[config.mk]
export PLATFORM = sky130hd
export DESIGN_NAME = axis_stream_rx_fifo_flat
export DESIGN_NICKNAME = d
export VERILOG_FILES = /design/src/rtl/axis_pkg.sv /design/src/rtl/axis_stream_rx_fifo_if.sv /design/src/rtl/axis_sync_fifo.sv /design/src/rtl/axis_stream_rx_fifo.sv /design/src/flat_wrapper.sv
export SDC_FILE = /design/constraint.sdc
export NUM_CORES = 1
export LEC_CHECK = 0
export CAP_MARGIN = 20
export CORE_ASPECT_RATIO = 0.75
export CORE_MARGIN = 10
export CORE_UTILIZATION = 41
export CTS_BUF_LIST = sky130_fd_sc_hd__clkbuf_8
export DETAILED_ROUTE_END_ITERATION = 8
export PLACE_DENSITY = 0.6
export SYNTH_ARGS = -nofsm -noshare
export SYNTH_HDL_FRONTEND = slang
export SYNTH_SLANG_ARGS = --single-unit
[constraint.sdc]
create_clock -name aclk -period 10.5 [get_ports aclk]
set_clock_uncertainty 0.05 [all_clocks]
set_input_delay 3.15 -clock aclk [delete_from_list [all_inputs] [get_ports aclk]]
set_output_delay 3.15 -clock aclk [all_outputs]
set_load 0.02 [all_outputs]
[src/rtl/axis_pkg.sv]
// Shared types for the AXI-Stream receive FIFO: byte classes, framing states
// and the beat record stored in the FIFO.
package axis_pkg;

   localparam int AXIS_N = 4;

   // Encoded as {tkeep bit, tstrb bit} so the class falls straight out of the pair
   typedef enum logic [1:0] {
      BC_NULL     = 2'b00,
      BC_RESERVED = 2'b01,
      BC_POSITION = 2'b10,
      BC_DATA     = 2'b11
   } byte_class_e;

   typedef enum logic {
      ST_IDLE,
      ST_IN_PKT
   } frame_state_e;

   typedef struct packed {
      logic [8*AXIS_N-1:0] data;
      logic [AXIS_N-1:0]   strb;
      logic [AXIS_N-1:0]   keep;
      logic                last;
      logic                user;
   } beat_t;

   function automatic byte_class_e classify_byte(input logic keep, input logic strb);
      return byte_class_e'({keep, strb});
   endfunction

endpackage

[src/rtl/axis_stream_rx_fifo_if.sv]
// Stream input and local read port of the receive FIFO, bundled for connection.
interface axis_stream_rx_fifo_if #(
   parameter int n = 4
) ();

   logic           tvalid;
   logic           tready;
   logic [8*n-1:0] tdata;
   logic [n-1:0]   tstrb;
   logic [n-1:0]   tkeep;
   logic           tlast;
   logic           TID;
   logic           TDEST;
   logic           TUSER;

   logic           rd_valid;
   logic           rd_ready;
   logic [8*n-1:0] rd_data;
   logic [n-1:0]   rd_strb;
   logic [n-1:0]   rd_keep;
   logic           rd_last;
   logic           rd_user;

   modport master (
      output tvalid, tdata, tstrb, tkeep, tlast, TID, TDEST, TUSER,
      input  tready,
      input  rd_valid, rd_data, rd_strb, rd_keep, rd_last, rd_user,
      output rd_ready
   );

   modport slave (
      input  tvalid, tdata, tstrb, tkeep, tlast, TID, TDEST, TUSER,
      output tready,
      output rd_valid, rd_data, rd_strb, rd_keep, rd_last, rd_user,
      input  rd_ready
   );

endinterface

[src/rtl/axis_sync_fifo.sv]
// Show-ahead synchronous FIFO of beat records; the head is visible whenever
// the FIFO is non-empty and reads as zero otherwise.
module axis_sync_fifo
   import axis_pkg::*;
#(
   parameter int DEPTH = 8
) (
   input  logic                     aclk,
   input  logic                     areset,
   input  logic                     push,
   input  beat_t                    din,
   input  logic                     pop,
   output beat_t                    dout,
   output logic                     dout_vld,
   output logic [$clog2(DEPTH):0]   fill
);

   localparam int AW = $clog2(DEPTH);
   localparam logic [AW:0] FULL = (AW+1)'(DEPTH);

   beat_t          mem [DEPTH];
   logic [AW-1:0]  wr_ptr;
   logic [AW-1:0]  rd_ptr;
   logic           do_push;
   logic           do_pop;

   assign do_push = push && (fill != FULL);
   assign do_pop  = pop && (fill != '0);

   // Pointers wrap naturally at the power-of-two depth; fill separates full from empty
   always_ff @(posedge aclk) begin
      if (areset) begin
         wr_ptr <= '0;
         rd_ptr <= '0;
         fill   <= '0;
      end else begin
         if (do_push) wr_ptr <= wr_ptr + AW'(1);
         if (do_pop)  rd_ptr <= rd_ptr + AW'(1);
         case ({do_push, do_pop})
            2'b10:   fill <= fill + (AW+1)'(1);
            2'b01:   fill <= fill - (AW+1)'(1);
            default: fill <= fill;
         endcase
      end
   end

   always_ff @(posedge aclk) begin
      if (do_push) mem[wr_ptr] <= din;
   end

   assign dout_vld = (fill != '0);
   assign dout     = dout_vld ? mem[rd_ptr] : '0;

endmodule

[src/rtl/axis_stream_rx_fifo.sv]
// AXI-Stream receive stage: classifies and filters beats, tracks packet framing,
// and buffers routed beats in a show-ahead FIFO read through a valid/ready port.
module axis_stream_rx_fifo
   import axis_pkg::*;
#(
   parameter int n       = AXIS_N,
   parameter int DEPTH   = 8,
   parameter bit MY_DEST = 1'b1
) (
   input  logic                     aclk,
   input  logic                     areset,
   axis_stream_rx_fifo_if.slave     s,
   output logic [$clog2(DEPTH):0]   fill,
   output logic [15:0]              pkt_count,
   output logic [15:0]              drop_count,
   output logic                     proto_err
);

   localparam logic [$clog2(DEPTH):0] FULL = ($clog2(DEPTH)+1)'(DEPTH);

   function automatic logic has_reserved(input logic [n-1:0] keep, input logic [n-1:0] strb);
      logic r;
      r = 1'b0;
      for (int i = 0; i < n; i++) begin
         if (classify_byte(keep[i], strb[i]) == BC_RESERVED) r = 1'b1;
      end
      return r;
   endfunction

   logic          accept;
   logic          for_me;
   logic          store;
   logic          drop;
   logic          reserved;
   beat_t         wr_beat;
   beat_t         head;
   logic          head_vld;

   frame_state_e  state;
   frame_state_e  state_nxt;
   logic          tid_q;
   logic          fsm_step;
   logic          pkt_inc;
   logic          tid_err;
   logic          tid_latch;

   // No full-bypass: a pop in the same cycle does not open tready
   assign s.tready = !areset && (fill != FULL);

   assign accept   = s.tvalid && s.tready;
   assign for_me   = (s.TDEST == MY_DEST);
   assign store    = accept && for_me && ((|s.tkeep) || s.tlast);
   assign drop     = accept && !store;
   assign reserved = has_reserved(s.tkeep, s.tstrb);
   assign fsm_step = accept && for_me;

   always_comb begin
      wr_beat      = '0;
      wr_beat.data = s.tdata;
      wr_beat.strb = s.tstrb;
      wr_beat.keep = s.tkeep;
      wr_beat.last = s.tlast;
      wr_beat.user = s.TUSER;
   end

   always_ff @(posedge aclk) begin
      if (areset) state <= ST_IDLE;
      else        state <= state_nxt;
   end

   always_comb begin
      state_nxt = state;
      case (state)
         ST_IDLE:   if (fsm_step && !s.tlast) state_nxt = ST_IN_PKT;
         ST_IN_PKT: if (fsm_step && s.tlast)  state_nxt = ST_IDLE;
         default:   state_nxt = ST_IDLE;
      endcase
   end

   always_comb begin
      pkt_inc   = 1'b0;
      tid_err   = 1'b0;
      tid_latch = 1'b0;
      if (fsm_step) begin
         pkt_inc   = s.tlast;
         tid_err   = (state == ST_IN_PKT) && (s.TID != tid_q);
         tid_latch = (state == ST_IDLE) && !s.tlast;
      end
   end

   always_ff @(posedge aclk) begin
      if (areset) begin
         pkt_count  <= '0;
         drop_count <= '0;
         proto_err  <= 1'b0;
         tid_q      <= 1'b0;
      end else begin
         if (pkt_inc)   pkt_count  <= pkt_count + 16'd1;
         if (drop)      drop_count <= drop_count + 16'd1;
         if ((accept && reserved) || tid_err) proto_err <= 1'b1;
         if (tid_latch) tid_q      <= s.TID;
      end
   end

   axis_sync_fifo #(
      .DEPTH (DEPTH)
   ) u_fifo (
      .aclk     (aclk),
      .areset   (areset),
      .push     (store),
      .din      (wr_beat),
      .pop      (s.rd_ready),
      .dout     (head),
      .dout_vld (head_vld),
      .fill     (fill)
   );

   assign s.rd_valid = head_vld;
   assign s.rd_data  = head.data;
   assign s.rd_strb  = head.strb;
   assign s.rd_keep  = head.keep;
   assign s.rd_last  = head.last;
   assign s.rd_user  = head.user;

endmodule

[src/flat_wrapper.sv]
// flat-port wrapper written by rule: the top's interface ports become plain ports
module axis_stream_rx_fifo_flat import axis_pkg::*;
#(
   parameter int n       = AXIS_N,
   parameter int DEPTH   = 8,
   parameter bit MY_DEST = 1'b1
)
  (aclk, areset, fill, pkt_count, drop_count, proto_err, s_tvalid, s_tdata, s_tstrb, s_tkeep, s_tlast, s_TID, s_TDEST, s_TUSER, s_tready, s_rd_valid, s_rd_data, s_rd_strb, s_rd_keep, s_rd_last, s_rd_user, s_rd_ready);
  axis_stream_rx_fifo_if #(.n(n)) s_i ();
  input  logic aclk;
  input  logic areset;
  output logic [$clog2(DEPTH):0] fill;
  output logic [15:0] pkt_count;
  output logic [15:0] drop_count;
  output logic proto_err;
  input wire logic [$bits(s_i.tvalid)-1:0] s_tvalid;
  input wire logic [$bits(s_i.tdata)-1:0] s_tdata;
  input wire logic [$bits(s_i.tstrb)-1:0] s_tstrb;
  input wire logic [$bits(s_i.tkeep)-1:0] s_tkeep;
  input wire logic [$bits(s_i.tlast)-1:0] s_tlast;
  input wire logic [$bits(s_i.TID)-1:0] s_TID;
  input wire logic [$bits(s_i.TDEST)-1:0] s_TDEST;
  input wire logic [$bits(s_i.TUSER)-1:0] s_TUSER;
  output wire logic [$bits(s_i.tready)-1:0] s_tready;
  output wire logic [$bits(s_i.rd_valid)-1:0] s_rd_valid;
  output wire logic [$bits(s_i.rd_data)-1:0] s_rd_data;
  output wire logic [$bits(s_i.rd_strb)-1:0] s_rd_strb;
  output wire logic [$bits(s_i.rd_keep)-1:0] s_rd_keep;
  output wire logic [$bits(s_i.rd_last)-1:0] s_rd_last;
  output wire logic [$bits(s_i.rd_user)-1:0] s_rd_user;
  input wire logic [$bits(s_i.rd_ready)-1:0] s_rd_ready;
  assign s_i.tvalid = s_tvalid;
  assign s_i.tdata = s_tdata;
  assign s_i.tstrb = s_tstrb;
  assign s_i.tkeep = s_tkeep;
  assign s_i.tlast = s_tlast;
  assign s_i.TID = s_TID;
  assign s_i.TDEST = s_TDEST;
  assign s_i.TUSER = s_TUSER;
  assign s_tready = s_i.tready;
  assign s_rd_valid = s_i.rd_valid;
  assign s_rd_data = s_i.rd_data;
  assign s_rd_strb = s_i.rd_strb;
  assign s_rd_keep = s_i.rd_keep;
  assign s_rd_last = s_i.rd_last;
  assign s_rd_user = s_i.rd_user;
  assign s_i.rd_ready = s_rd_ready;
  axis_stream_rx_fifo #(.n(n), .DEPTH(DEPTH), .MY_DEST(MY_DEST)) u_core (.aclk(aclk), .areset(areset), .s(s_i), .fill(fill), .pkt_count(pkt_count), .drop_count(drop_count), .proto_err(proto_err));
endmodule
Word level (Yosys, flattened, before mapping)
Memory sizes are Yosys's and may differ from the RTL's. A register that Yosys moved wholly into a read port is not among the register bits.
Cells that the tools add are included.

operators by class
  $add $sub $neg = 6
  eq/ne operators = 8
  muxes and demuxes = 16
  bitwise logic cells = 1
  reductions and logical operators = 20

operators with widths
  kind                     count
  $mux W42                 1
  $add A16 B1 Y16 const B  2
  $logic_and A1 B1 Y1      12
  $mux W1                  11
  $eq A2 B1 Y1 const B     5
  $pmux W4 S2              1
  $add A3 B1 Y3 const B    2
  $mux W3                  2
  $add A4 B1 Y4 const B    1
  $ne A4 B4 Y1 const B     1
  $reduce_bool A4 Y1       1
  $reduce_or A4 Y1         1
  $sub A4 B1 Y4 const B    1
  $logic_not A1 Y1         3
  $eq A2 B2 Y1 const B     1
  $logic_or A1 B1 Y1       2
  $pmux W1 S2              1
  $reduce_bool A2 Y1       1
  $ne A1 B1 Y1             1
  $not A1 Y1               1

word-level totals
  register bits = 45
  memory bits (writable) = 336
  output and inout port bits = 81
  word-level logic and storage cells = 60
  memories kept = 1

memory list
  memory             words  bits a word  rd ports  clocked after Yosys merged registers in  wr ports  RTL line              source
  u_core.u_fifo.mem  8      42           1         1                                        1         axis_sync_fifo.sv:21  beat_t mem [DEPTH];

Longest topological paths before layout
  word-level depth = 8
  mapped depth = 12

Hierarchy
From an unflattened synthesis, not the netlist that was laid out.

second synthesis, totals
  cells, all modules = 815
  area total of the unflattened synthesis = 15,173.3 um^2

by module, submodules not included
  module               times used  cells each  area an instance (um^2)  sequential area each (um^2)
  axis_sync_fifo       1           607         13,370.3                 10,349.9
  axis_stream_rx_fifo  1           208         1,803.0                  700.7

Worst setup path before layout
No wires, ideal clock.

  kind = input to register
  start = input port areset
  end = memory u_core.u_fifo.mem[0][0] (netlist bit) (enable)
  data arrival time = 7.812 ns
  slack = 2.092 ns
  cell stages on the path = 4
  buffers on the path = 0
  path through = nand2b_1 nor2_1 nand2_1 nor4_1

between the ends
  cells in the longest elaborated chain, start to end = 8

RTL lines
  item                               RTL line                   source
  start: declaration                 flat_wrapper.sv:11         input logic areset;
  $logic_not A1 Y1                   axis_stream_rx_fifo.sv:48  assign s.tready = !areset && (fill != FULL);
  $logic_and A1 B1 Y1                axis_stream_rx_fifo.sv:48
  $logic_and A1 B1 Y1                axis_stream_rx_fifo.sv:50  assign accept = s.tvalid && s.tready;
  $logic_and A1 B1 Y1 (2 in series)  axis_stream_rx_fifo.sv:52  assign store = accept && for_me && ((|s.tkeep) || s.tlast);
  $logic_and A1 B1 Y1                axis_sync_fifo.sv:27       assign do_push = push && (fill != FULL);
  $mux W1                            axis_sync_fifo.sv:48       if (do_push) mem[wr_ptr] <= din;
  $mux W1 (implied by the code)      axis_sync_fifo.sv:48
  end: declaration                   axis_sync_fifo.sv:21

No other way between the ends.

Final worst setup path
  start = input port areset
  end = output port s_tready

between the ends
  cells in the longest elaborated chain, start to end = 2

RTL lines
  item                 RTL line                   source
  $logic_not A1 Y1     axis_stream_rx_fifo.sv:48
  $logic_and A1 B1 Y1  axis_stream_rx_fifo.sv:48
  end: declaration     flat_wrapper.sv:24         output wire logic [$bits(s_i.tready)-1:0] s_tready;

No other way between the ends.

==> qor.csv <==
metric,value,unit
outcome,"complete, no violations",
synth_edf_count,336,
crit_type,in -> out,
post_cts_buffers,0,
seqPwrFrac,0.472,
fill_cells,2997,
diodes,0,
drive_above_1_share,0.191,
power_density,205,nW/um^2
cts_tree,yes,
die_y,186,um
p_clk_frac,0.306,
grt_usage,0.143,
cp.required,7.30,ns
worstPathMaxFanout,42,
cts_inserted_buffers,58,
gp_congestion,0.739,
p_leak,5.63,nW
worstMarginPinSlew,1.03,ns
place_hpwl,17900,um
wirelength,32900,um
drcViolationCount,0,
synth_warnings,0,
setup_viol,0,
async_reset_ff_frac,0,
r2r_cells,6,
mostFrequentLayoutCells,"edfxtp_1, clkdlybuf4s50_1, mux4_2",
cp.arrival,4.67,ns
syn-num-nets,867,
nNetsFinal,1029,
maxSlewHeadroom,0.312,
clk_path_buf_depth,3,
wl_per_cell,21.7,um
post_dp_cell_area,17000,sq um
grt_pass1_vias,8375,
worstSetupEndpointType,output pin,
p_switching,0.00104,W
peakVddDrop,0.125,mV
num_vias,7893,
internal_power,0.00266,W
root_buffer,clkbuf_8,
synth_top_cells_by_area,"edfxtp_1, mux4_2, dfxtp_1",
grt_pass1_wl,50600,um
initial_utilization,0.419,
finalCritPeriodShare,0.750,
dr.pass1.iters,5,
io_buffers,128,
period_needed,7.87,ns
htreeDepth,2,
fmax,127,MHz
grt_antenna_before_repair,0,
ios,129,
max-cap-violations,0,
synth_top_area_share,0.667,
hold_path.class,reg -> reg,
synth_cell_types,50,
synthCells,812,
slew_violations,0,
setup_tns,0,ns
drt-initial-drc-count,520,
startpoint_type,input pin,
placeableCoreArea,36100,sq um
syn_to_final_growth,19.4,%
ant_nets,0,
overflow,0,
clk_pin_slew_worst_paths,0.06,ns
die_area,45100,sq um
die_w,242,um
avgSynthCellArea,18.6,sq um
grt_max_degree,54,
finalPower,0.00370,W
hold_viol,0,
yosys.area.top_type,edfxtp_1,
synth-seq-cells,384,
synth.cell_area,15100,sq um
clkSinkCount,384,
hold_buffers,0,
whs_path_depth,1,
rsz0062_at_grt,false,
synth_flop_cell,edfxtp_1,
ys_seq_area_frac,0.730,
placement_rows,60,
switching_share,0.280,
insertion_delay,0.61,ns
final_common_cell,edfxtp_1,
cts_resized,0,
combPwrFrac,0.222,
fin_area,18100,sq um
viasPerCell,5.21,
==> Yosys cell counts, drive strengths merged, types with 6 or more instances <==
master  count
a21oi      23
buf        15
clkbuf     25
dfxtp      48
edfxtp    336
ha          7
mux2i      55
mux4       84
nand2      20
nand3      21
nand4      10
nor2       63
nor2b       8
nor3        6
o21ai      10
o31ai      11
or4        14
xor2        7
==> kinds of logic (layout without fill, tap and decap cells) <==
logic type / count (synthesis) / in the layout / share of synthesized area
buffers and inverters: 46 / 252 / 0.0151
muxes: 142 / 142 / 0.164
and+or+nand+nor: 173 / 173 / 0.0595
adders and majority gates: 7 / 7 / 0.00579
DFF: 384 / 384 / 0.730
AOI/OAI and AO/OA: 51 / 51 / 0.0204
xor gates and xnor gates: 9 / 9 / 0.00521
==> routing by layer <==
layer / vias to the layer above / wire length (um) / global-route usage
met1: 4044 / 15100 / 0.198
met3: 32 / 2030 / 0.0388
met4: 0 / 365 / 0.0355
met2: 193 / 15300 / 0.221
li1: 3624 / - / -
met5: - / 0 / 0
==> power groups by stage <==
stage | Sequential (W) | Combinational [W] | Clock [W]
after floorplan | 0.00173 | 0.000548 | 0
after global placement | 0.00178 | 0.000832 | 0
after detailed placement | 0.00178 | 0.000838 | 0
after CTS | 0.00175 | 0.000840 | 0.00117
after global routing | 0.00176 | 0.000879 | 0.00125
final | 0.00175 | 0.000819 | 0.00113
==> cell type report <==
| class | count | area, sq um | area share |
|---|---|---|---|
| clock buffers | 59 | 812 | 0.0449 |
| clock inverters | 45 | 258 | 0.0143 |
| inverters | 5 | 18.8 | 0.00104 |
| multi-input cells | 382 | 3910 | 0.216 |
| flip-flops and latches | 384 | 11100 | 0.612 |
| well taps | 496 | 621 | 0.0343 |
| repair buffers | 143 | 1390 | 0.0771 |
==> registers in the layout (all words and copies together) (netlist names), named ones only <==
signal,flops
u_core.u_fifo.fill,4
u_core.u_fifo.mem,336
u_core.proto_err,1
u_core.pkt_count,16
u_core.u_fifo.wr_ptr,3
u_core.drop_count,16
u_core.tid_q,1
u_core.u_fifo.rd_ptr,3
==> through the flow <==
step / hold WS (ns) / worst slack (ns) / util / instances
after floorplan: 0.434 / 2.09 / - / 812
after CTS: 0.424 / 2.61 / 0.500 / 1514
after global placement: 0.400 / 2.62 / 0.471 / 1410
after detailed placement: 0.410 / 2.62 / 0.471 / 1410
after global routing: 0.441 / 2.55 / 0.500 / 1514
final: 0.421 / 2.63 / 0.500 / 1514
==> worst paths after layout <==
path,from,endpoint,slack [ns]
max,areset,s_tready,2.63
min,u_core.proto_err$_SDFFE_PP0P_,u_core.proto_err$_SDFFE_PP0P_,0.42
max reg2reg,u_core.u_fifo.fill[1]$_SDFFE_PP0P_,u_core.u_fifo.mem[3][24]$_DFFE_PP_,6.99
min reg2reg,u_core.proto_err$_SDFFE_PP0P_,u_core.proto_err$_SDFFE_PP0P_,0.42
==> critical path, cell delays in order <==
cell             delay (ns)
clkdlybuf4s50_1        0.46
buf_4                  0.40
nor2_1                 0.10
clkdlybuf4s50_1        0.56
Power figures use the tool's default switching activity.
